### src/rtl/bcd_alu_pkg.sv
// Shared definitions for the sequential signed-BCD calculator ALU:
// operation codes, controller states and the all-nines result pattern.
package bcd_alu_pkg;

  localparam logic [2:0] OP_ADD = 3'd0;
  localparam logic [2:0] OP_SUB = 3'd1;
  localparam logic [2:0] OP_MUL = 3'd2;
  localparam logic [2:0] OP_DIV = 3'd3;

  typedef enum logic [2:0] {
    S_IDLE,
    S_CONV,
    S_SCALE,
    S_EXEC,
    S_CHECK,
    S_TOBCD
  } state_t;

  // BCD pattern with the lowest 'digits' nibbles set to 9 (up to 9 digits).
  // Callers slice the width they need.
  function automatic logic [35:0] all_nines(input int unsigned digits);
    logic [35:0] v;
    v = '0;
    for (int i = 0; i < 9; i++) begin
      if (i < digits) v[i*4 +: 4] = 4'h9;
    end
    return v;
  endfunction

endpackage

### src/rtl/bin2bcd_seq.sv
// Serial double-dabble converter: one bit per cycle, BIN_W cycles after load.
// 'done' pulses for one cycle once 'bcd' holds the converted value; 'bcd'
// then stays stable until the next load.
module bin2bcd_seq #(
  parameter int BIN_W     = 27,
  parameter int DIGIT_NUM = 8
) (
  input  logic                   clk,
  input  logic                   rst_n,
  input  logic                   load,
  input  logic [BIN_W-1:0]       bin,
  output logic                   busy,
  output logic                   done,
  output logic [DIGIT_NUM*4-1:0] bcd
);

  localparam int DW    = DIGIT_NUM * 4;
  localparam int CNT_W = $clog2(BIN_W + 1);

  logic [BIN_W-1:0] sh;
  logic [CNT_W-1:0] cnt;
  logic [DW-1:0]    adj;

  // Add-3 correction on every digit that would exceed 9 after the next shift.
  always_comb begin
    // NOTE: assigning a default before any conditional update keeps this
    // purely combinational; a path that leaves it unassigned infers a latch.
    adj = bcd;
    for (int i = 0; i < DIGIT_NUM; i++) begin
      if (bcd[i*4 +: 4] >= 4'd5) adj[i*4 +: 4] = bcd[i*4 +: 4] + 4'd3;
    end
  end

  // Shift register and bit counter; done is a single-cycle pulse.
  always_ff @(posedge clk or negedge rst_n) begin
    // NOTE: sequential state uses non-blocking assignments so every register
    // samples the pre-edge values, independent of statement order.
    if (!rst_n) begin
      sh   <= '0;
      cnt  <= '0;
      busy <= 1'b0;
      done <= 1'b0;
      bcd  <= '0;
    end else begin
      done <= 1'b0;
      if (load) begin
        sh   <= bin;
        bcd  <= '0;
        cnt  <= CNT_W'(BIN_W);
        busy <= 1'b1;
      end else if (busy) begin
        bcd <= {adj[DW-2:0], sh[BIN_W-1]};
        sh  <= {sh[BIN_W-2:0], 1'b0};
        cnt <= cnt - 1'b1;
        if (cnt == CNT_W'(1)) begin
          busy <= 1'b0;
          done <= 1'b1;
        end
      end
    end
  end

endmodule

### src/rtl/bcd_alu_seq.sv
// Multi-cycle signed-BCD calculator ALU with decimal-point alignment.
// Flow: IDLE -> CONV (BCD->binary, Horner) -> SCALE (dp alignment) -> EXEC
// (add/sub 1 cycle, shift-add mul, restoring div) -> CHECK (overflow/error)
// -> TOBCD (serial double-dabble) -> IDLE with a one-cycle done pulse.
// Define BCD_ALU_DIV_EN to build the divider; without it op 3 is illegal.
module bcd_alu_seq
  import bcd_alu_pkg::*;
#(
  parameter int DIGIT_NUM = 8,
  parameter int DP_W      = 3
) (
  input  logic                   clk,
  input  logic                   rst_n,
  input  logic                   start,
  output logic                   ready,
  input  logic [2:0]             operation,
  input  logic                   op0_sign,
  input  logic                   op1_sign,
  input  logic [DIGIT_NUM*4-1:0] op0,
  input  logic [DIGIT_NUM*4-1:0] op1,
  input  logic [DP_W-1:0]        op0_dp,
  input  logic [DP_W-1:0]        op1_dp,
  output logic                   done,
  output logic [DIGIT_NUM*4-1:0] result,
  output logic                   result_sign,
  output logic [DP_W-1:0]        result_dp,
  output logic                   overflow,
  output logic                   error
);

  localparam int unsigned LIMIT_I = 10 ** DIGIT_NUM;
  localparam int BIN_W = $clog2(LIMIT_I);
  localparam int W     = 2 * BIN_W;
  localparam int DW    = DIGIT_NUM * 4;
  localparam int CNT_W = $clog2(W + 1);

  localparam logic [W-1:0]  LIMIT     = W'(LIMIT_I);
  localparam logic [35:0]   NINES_ALL = all_nines(DIGIT_NUM);
  localparam logic [DW-1:0] NINES     = NINES_ALL[DW-1:0];

  state_t state, state_nx;

  logic [CNT_W-1:0] cnt;
  logic [2:0]       op_r;
  logic             s0_r, s1_r;
  logic [DW-1:0]    d0_r, d1_r;
  logic [DP_W-1:0]  dp0_r, dp1_r;
  logic [W-1:0]     m0, m1, mag;
  logic             sign_r, in_err;
  logic             err_r, ovf_r, sign_f;

  logic             op_legal, is_div;
  logic             scale_m0;
  logic [DP_W-1:0]  scale_n;
  logic [DP_W:0]    dp_calc;
  logic [CNT_W-1:0] exec_len;
  logic [3:0]       dig0, dig1;
  logic             s1_eff, as_sign;
  logic [W-1:0]     as_mag;
  logic [W-1:0]     fin_mag;
  logic             chk_err, chk_ovf, chk_sign;

  logic             conv_load, conv_busy, conv_done;
  logic [DW-1:0]    bcd;

`ifdef BCD_ALU_DIV_EN
  logic [W-1:0] rem, rem_diff;
  logic [W:0]   rem_sh;
  logic         rem_ge;

  assign op_legal = (op_r <= OP_DIV);
  assign is_div   = (op_r == OP_DIV);

  // One restoring-division step: shift in the next dividend bit, subtract if it fits.
  always_comb begin
    rem_sh   = {rem, m0[W-1]};
    rem_ge   = (rem_sh >= {1'b0, m1});
    rem_diff = rem_sh[W-1:0] - m1;
  end
`else
  assign op_legal = (op_r <= OP_MUL);
  assign is_div   = 1'b0;
`endif

  assign ready     = (state == S_IDLE) && !conv_busy;
  assign conv_load = (state == S_CHECK);
  assign dig0      = d0_r[DW-1 -: 4];
  assign dig1      = d1_r[DW-1 -: 4];

  // Alignment plan: which operand is scaled, for how many cycles, and the result dp.
  always_comb begin
    scale_m0 = 1'b0;
    scale_n  = '0;
    dp_calc  = '0;
    exec_len = CNT_W'(1);
    if (op_r == OP_ADD || op_r == OP_SUB) begin
      if (dp0_r < dp1_r) begin
        scale_m0 = 1'b1;
        scale_n  = dp1_r - dp0_r;
        dp_calc  = {1'b0, dp1_r};
      end else begin
        scale_n  = dp0_r - dp1_r;
        dp_calc  = {1'b0, dp0_r};
      end
    end else if (op_r == OP_MUL) begin
      dp_calc  = {1'b0, dp0_r} + {1'b0, dp1_r};
      exec_len = CNT_W'(BIN_W);
    end else if (is_div) begin
      scale_m0 = 1'b1;
      scale_n  = dp1_r;
      dp_calc  = {1'b0, dp0_r};
      exec_len = CNT_W'(W);
    end
  end

  // Signed-magnitude add/sub: the larger magnitude decides the sign.
  always_comb begin
    s1_eff  = s1_r ^ (op_r == OP_SUB);
    as_mag  = m0 + m1;
    as_sign = s0_r;
    if (s0_r != s1_eff) begin
      if (m0 >= m1) begin
        as_mag  = m0 - m1;
        as_sign = s0_r;
      end else begin
        as_mag  = m1 - m0;
        as_sign = s1_eff;
      end
    end
  end

  // Result classification; error beats overflow, and an erroneous or zero
  // result is never reported as negative.
  always_comb begin
    fin_mag  = is_div ? m0 : mag;
    chk_err  = in_err || !op_legal || (is_div && (m1 == '0));
    chk_ovf  = !chk_err && ((fin_mag >= LIMIT) || ((op_r == OP_MUL) && dp_calc[DP_W]));
    chk_sign = !chk_err && (fin_mag != '0) && sign_r;
  end

  // Controller state register.
  always_ff @(posedge clk or negedge rst_n) begin
    if (!rst_n) state <= S_IDLE;
    else        state <= state_nx;
  end

  // Next-state logic; the shared counter times every multi-cycle phase.
  always_comb begin
    state_nx = state;
    case (state)
      S_IDLE:  if (start) state_nx = S_CONV;
      S_CONV:  if (cnt == CNT_W'(DIGIT_NUM - 1))
                 state_nx = (scale_n != '0) ? S_SCALE : S_EXEC;
      S_SCALE: if (cnt == CNT_W'(1)) state_nx = S_EXEC;
      S_EXEC:  if (cnt == CNT_W'(1)) state_nx = S_CHECK;
      S_CHECK: state_nx = S_TOBCD;
      S_TOBCD: if (conv_done) state_nx = S_IDLE;
      default: state_nx = S_IDLE;
    endcase
  end

  // Datapath, phase counter and registered outputs.
  always_ff @(posedge clk or negedge rst_n) begin
    if (!rst_n) begin
      cnt         <= '0;
      op_r        <= '0;
      s0_r        <= 1'b0;
      s1_r        <= 1'b0;
      d0_r        <= '0;
      d1_r        <= '0;
      dp0_r       <= '0;
      dp1_r       <= '0;
      m0          <= '0;
      m1          <= '0;
      mag         <= '0;
      sign_r      <= 1'b0;
      in_err      <= 1'b0;
      err_r       <= 1'b0;
      ovf_r       <= 1'b0;
      sign_f      <= 1'b0;
`ifdef BCD_ALU_DIV_EN
      rem         <= '0;
`endif
      done        <= 1'b0;
      result      <= '0;
      result_sign <= 1'b0;
      result_dp   <= '0;
      overflow    <= 1'b0;
      error       <= 1'b0;
    end else begin
      done <= 1'b0;
      case (state)
        S_IDLE: begin
          if (start) begin
            op_r   <= operation;
            s0_r   <= op0_sign;
            s1_r   <= op1_sign;
            d0_r   <= op0;
            d1_r   <= op1;
            dp0_r  <= op0_dp;
            dp1_r  <= op1_dp;
            m0     <= '0;
            m1     <= '0;
            mag    <= '0;
            sign_r <= 1'b0;
            in_err <= 1'b0;
            cnt    <= '0;
`ifdef BCD_ALU_DIV_EN
            rem    <= '0;
`endif
          end
        end
        S_CONV: begin
          m0   <= m0 * W'(10) + W'(dig0);
          m1   <= m1 * W'(10) + W'(dig1);
          d0_r <= d0_r << 4;
          d1_r <= d1_r << 4;
          if (dig0 > 4'd9 || dig1 > 4'd9) in_err <= 1'b1;
          if (cnt == CNT_W'(DIGIT_NUM - 1))
            cnt <= (scale_n != '0) ? CNT_W'(scale_n) : exec_len;
          else
            cnt <= cnt + 1'b1;
        end
        S_SCALE: begin
          if (scale_m0) m0 <= m0 * W'(10);
          else          m1 <= m1 * W'(10);
          cnt <= (cnt == CNT_W'(1)) ? exec_len : cnt - 1'b1;
        end
        S_EXEC: begin
          cnt <= cnt - 1'b1;
          if (op_r == OP_MUL) begin
            if (m1[0]) mag <= mag + m0;
            m0     <= m0 << 1;
            m1     <= m1 >> 1;
            sign_r <= s0_r ^ s1_r;
          end
`ifdef BCD_ALU_DIV_EN
          else if (is_div) begin
            rem    <= rem_ge ? rem_diff : rem_sh[W-1:0];
            m0     <= {m0[W-2:0], rem_ge};
            sign_r <= s0_r ^ s1_r;
          end
`endif
          else begin
            mag    <= as_mag;
            sign_r <= as_sign;
          end
        end
        S_CHECK: begin
          err_r  <= chk_err;
          ovf_r  <= chk_ovf;
          sign_f <= chk_sign;
        end
        S_TOBCD: begin
          if (conv_done) begin
            done        <= 1'b1;
            result      <= (err_r || ovf_r) ? NINES : bcd;
            result_sign <= sign_f;
            result_dp   <= dp_calc[DP_W-1:0];
            overflow    <= ovf_r;
            error       <= err_r;
          end
        end
        default: ;
      endcase
    end
  end

  // Conversion always runs so latency does not depend on the outcome.
  bin2bcd_seq #(
    .BIN_W     (BIN_W),
    .DIGIT_NUM (DIGIT_NUM)
  ) u_bin2bcd (
    .clk   (clk),
    .rst_n (rst_n),
    .load  (conv_load),
    .bin   (fin_mag[BIN_W-1:0]),
    .busy  (conv_busy),
    .done  (conv_done),
    .bcd   (bcd)
  );

endmodule

### config.mk
export PLATFORM = sky130hd
export DESIGN_NAME = bcd_alu_seq
export DESIGN_NICKNAME = d
export VERILOG_FILES = /design/src/rtl/bcd_alu_pkg.sv /design/src/rtl/bin2bcd_seq.sv /design/src/rtl/bcd_alu_seq.sv
export SDC_FILE = /design/constraint.sdc
export NUM_CORES = 2
export LEC_CHECK = 0
export CAP_MARGIN = 0
export CORE_MARGIN = 2
export CORE_UTILIZATION = 25
export DETAILED_ROUTE_END_ITERATION = 12
export PLACE_DENSITY_LB_ADDON = 0.2
export SYNTH_ARGS = -nofsm -noshare
export SYNTH_HDL_FRONTEND = slang
export SYNTH_SLANG_ARGS = --single-unit
### constraint.sdc
create_clock -name clk -period 8.6 [get_ports clk]
set_input_delay 1.72 -clock clk [delete_from_list [all_inputs] [get_ports clk]]
set_output_delay 1.72 -clock clk [all_outputs]
set_load 0.05 [all_outputs]
==> run_results.csv <==
group,metric,value,unit
yosys,synth_flop_cell,"sky130_fd_sc_hd__dfrtp_1",
yosys,avgSynthCellArea,7.55,µm²
floorplan,num_io_pins,118,
yosys,synth.distinct_cells,111,
finish,final.fill_count,17400,
setup_path,cp_slowest_stage_delay,940,ps
timing,post-route-period-util,0.755,
setup_path,arrival,7020,ps
yosys,synth_async_sr_flop_share,1.00,
setup_path,end_kind,"register",
clock_tree,tritoncts,"yes",
detailed_routing,iter_0_drt_violations,3421,
yosys,synthDominantCellAreaShare,0.222,
detailed_routing,post_drt_wl_per_cell,21.8,µm
finish,nNetsFinal,5806,
timing,skew,32.8,ps
worst_hold_path,min-delay-path-class,"register to register",
clock_tree,clock_latency,650,ps
detailed_routing,route.detailed.vias_per_inst,5.35,
timing,grt_setup_unrepaired,"false",
timing,timing.hold.ws,474,ps
timing,final.min_clock_period,6490,ps
placement,place.port_buffers,117,
setup_path,critPathRequiredTime,9120,ps
setup_path,critical-path-slowest-cell,"sky130_fd_sc_hd__nor4_1",
floorplan,die_width,405,µm
detailed_routing,dr_total_vias,40000,
global_route,grt_max_degree,91,
global_route,grt_util_all_layers,0.194,
floorplan,start_util,0.251,
setup_path,worstSetupPathType,"register to register",
clock_tree,clkSinkCount,356,
setup_path,critPathMaxFanout,36,
timing,timing.final.hold_violations,0,
outcome,run_status,"completed",
setup_path,setup.worst_path.start_class,"register",
floorplan,dieHeight,405,µm
clock_tree,number_of_clock_buffers_inserted_by_tritoncts,49,
placement,dp.final_hpwl,129,mm
finish,post_route_cells_drive_above_1_share,0.0505,
global_route,grt_pass1_vias,38400,
detailed_routing,post-route-drc-count,0,
yosys,synth.ff_latch_count,356,
timing,fin_tns_setup,0,ps
clock_tree,cts_buffer_depth,3,
placement,globalplace.congestion,0.960,
global_route,grt_antenna_before_repair,3,
clock_tree,cts_repair_resize_count,0,
yosys,post_synth_edffs,0,
floorplan,placementRows,147,
setup_path,path_common_cell,"sky130_fd_sc_hd__buf_4",
timing,number_of_endpoints_failing_setup_at_the_final_stage,0,
flow_run,maxCapViolCount,0,
finish,areaGrowthSynthToFinish,12.5,%
global_route,global_route.overflow_total,0,
timing,maxSlewViolCount,0,
setup_path,worstPathCellList,"inv_1, ha_1, nand4_1, nor4_1, nand3_1, o21ai_0, a211oi_1, buf_4, nand2_2, buf_4, mux2i_1, o31a_1, o311ai_0, xnor2_1, a21oi_1, o31ai_1",
yosys,netlist_area_before_placement,40200,µm²
detailed_routing,routed_wl,163,mm
timing,max_freq,154,MHz
clock_tree,cts.htree.levels,2,
global_route,grt_pass1_wl,246,mm
clock_tree,clk_transition_reported_paths,60,ps
clock_tree,clock_tree.root_cell,"sky130_fd_sc_hd__clkbuf_16",
clock_tree,holdBufCountCts,0,
yosys,synth_area_leaders,"sky130_fd_sc_hd__dfrtp_1 (22%), sky130_fd_sc_hd__ha_1 (14%), sky130_fd_sc_hd__o21ai_0 (6.0%), sky130_fd_sc_hd__a21oi_1 (5.9%), sky130_fd_sc_hd__nand2_1 (5.6%)",
floorplan,floorplan.die_area,164000,µm²
yosys,synth.net_count,5861,
detailed_routing,route.antenna.remaining_nets,0,
yosys,netlist_instances,5325,
finish,finalInstanceArea,45200,µm²
detailed_routing,detail_route.first_pass.iterations,6,
timing,timing_worst_slew_pin_value,1280,ps
yosys,yosysTopAreaCell,"sky130_fd_sc_hd__dfrtp_1",
placement,placed_area,43500,µm²
floorplan,core-area,160000,µm²
clock_tree,post-cts-setup-buffers,0,
yosys,synth_warnings,0,
yosys,synth-seq-area-share,0.222,
timing,slew_headroom,0.133,
cells in the mapped netlist, drive strengths merged, types with 15 or more instances:
library cell and count:
nand2 596, nor2 522, o21ai 503, a21oi 473
ha 447, dfrtp 356, inv 241, clkbuf 237
xnor2 199, nand3 127, nor3 122, a21o 108
xor2 98, a22oi 95, nand4 88, mux2i 85
o22ai 77, nor4 65, o21bai 63, a211oi 62
buf 49, o21a 49, o211ai 47, o31ai 45
and3 43, nand2b 42, o221ai 40, nor2b 34
a31oi 31, and2 26, or3 25, mux2 22
or2 22, a22o 19, a221oi 18, or4 18
a21boi 16, a2111oi 15
per-layer routing:
metal  up-vias  global-route usage  part of all wire
li1      19300                   -                 -
met1     19300               0.276              0.48
met2      1155               0.307              0.44
met3       204              0.0162             0.049
met4         2              0.0609             0.033
met5         -                   0          0.000080
layout make-up:
type	instances	area (µm²)	share of cell area
multi-input combinational	4438	29300	0.648
clock inverter	20	322	0.00711
clock buffer	68	1400	0.0309
timing repair buffer	181	1670	0.0369
sequential	356	8910	0.197
antenna	1	2.50	0.0000553
tap	2160	2700	0.0598
inverter	244	916	0.0203
path summary, 6_finish.rpt:
kind,depth (start not counted),slack (ps),to,startpoint
min,2,470,result[0],result[0]
max in group asynchronous,3,5660,u_bin2bcd.busy,rst_n
max,16,2110,fin_mag[44],m0[1]
max reg2reg,16,2110,fin_mag[44],m0[1]
min reg2reg,2,470,result[0],result[0]
min in group asynchronous,1,1070,u_bin2bcd.sh[0],rst_n
placed cells by master (no fill, tap or decap), types with 23 or more instances in the layout:
cell / n
sky130_fd_sc_hd__o21ai_0: 483
sky130_fd_sc_hd__dfrtp_1: 353
sky130_fd_sc_hd__o22ai_1: 77
sky130_fd_sc_hd__nand4_1: 87
sky130_fd_sc_hd__and2_1: 23
sky130_fd_sc_hd__xnor2_1: 194
sky130_fd_sc_hd__o21bai_1: 63
sky130_fd_sc_hd__inv_1: 241
sky130_fd_sc_hd__clkbuf_16: 49
sky130_fd_sc_hd__o211ai_1: 46
sky130_fd_sc_hd__a22oi_1: 95
sky130_fd_sc_hd__buf_4: 63
sky130_fd_sc_hd__a21oi_1: 470
sky130_fd_sc_hd__nor4_1: 60
sky130_fd_sc_hd__a211oi_1: 60
sky130_fd_sc_hd__o31ai_1: 44
sky130_fd_sc_hd__xor2_1: 96
sky130_fd_sc_hd__nand3_1: 124
sky130_fd_sc_hd__and3_1: 43
sky130_fd_sc_hd__a21o_1: 108
sky130_fd_sc_hd__o21a_1: 49
sky130_fd_sc_hd__mux2i_1: 85
sky130_fd_sc_hd__nor2_1: 519
sky130_fd_sc_hd__nor2b_1: 32
sky130_fd_sc_hd__o221ai_1: 40
sky130_fd_sc_hd__nor3_1: 121
sky130_fd_sc_hd__ha_1: 447
sky130_fd_sc_hd__nand2b_1: 41
sky130_fd_sc_hd__clkdlybuf4s50_1: 116
sky130_fd_sc_hd__a31oi_1: 31
sky130_fd_sc_hd__nand2_1: 592
cell families (layout without fill, tap and decap cells):
family	after synthesis	in the layout	synth area share
simple gates	1787	1787	0.209
mux	107	107	0.0273
compound gates	1789	1789	0.280
xor+xnor	297	297	0.0656
flops	356	356	0.222
other cells	0	1	0
buf+inv	531	513	0.0524
fa+ha+maj	458	458	0.145
critical path, delay by kind of cell, from the launching register on:
kind | cells | cell delay [ps]
DFF | 1 | 780
muxes | 1 | 180
xor gates and xnor gates | 1 | 150
adders and majority gates | 1 | 690
and+or+nand+nor | 4 | 2240
buffers and inverters | 3 | 880
AOI/OAI and AO/OA | 6 | 1420
per-stage QoR:
stage | cells | worst slack, ps | utilization
2_1_floorplan | 5325 | 3940 | -
3_3_place_gp | 7379 | 2150 | 0.272
3_5_place_dp | 7379 | 2220 | 0.272
4_1_cts | 7467 | 2210 | 0.282
5_1_grt | 7467 | 2030 | 0.282
6_report | 7468 | 2110 | 0.282
flip-flops by register name, summed over array words and instances (netlist names), 6 cells and up:
name / flops
u_bin2bcd.sh: 27
cnt: 6
result: 32
m1: 54
fin_mag: 54
m0: 54
u_bin2bcd.bcd: 32
d0_r: 32
d1_r: 32
Power is not shown: default switching activity piles up to over one toggle a cycle in this logic, so the estimate is an artifact.
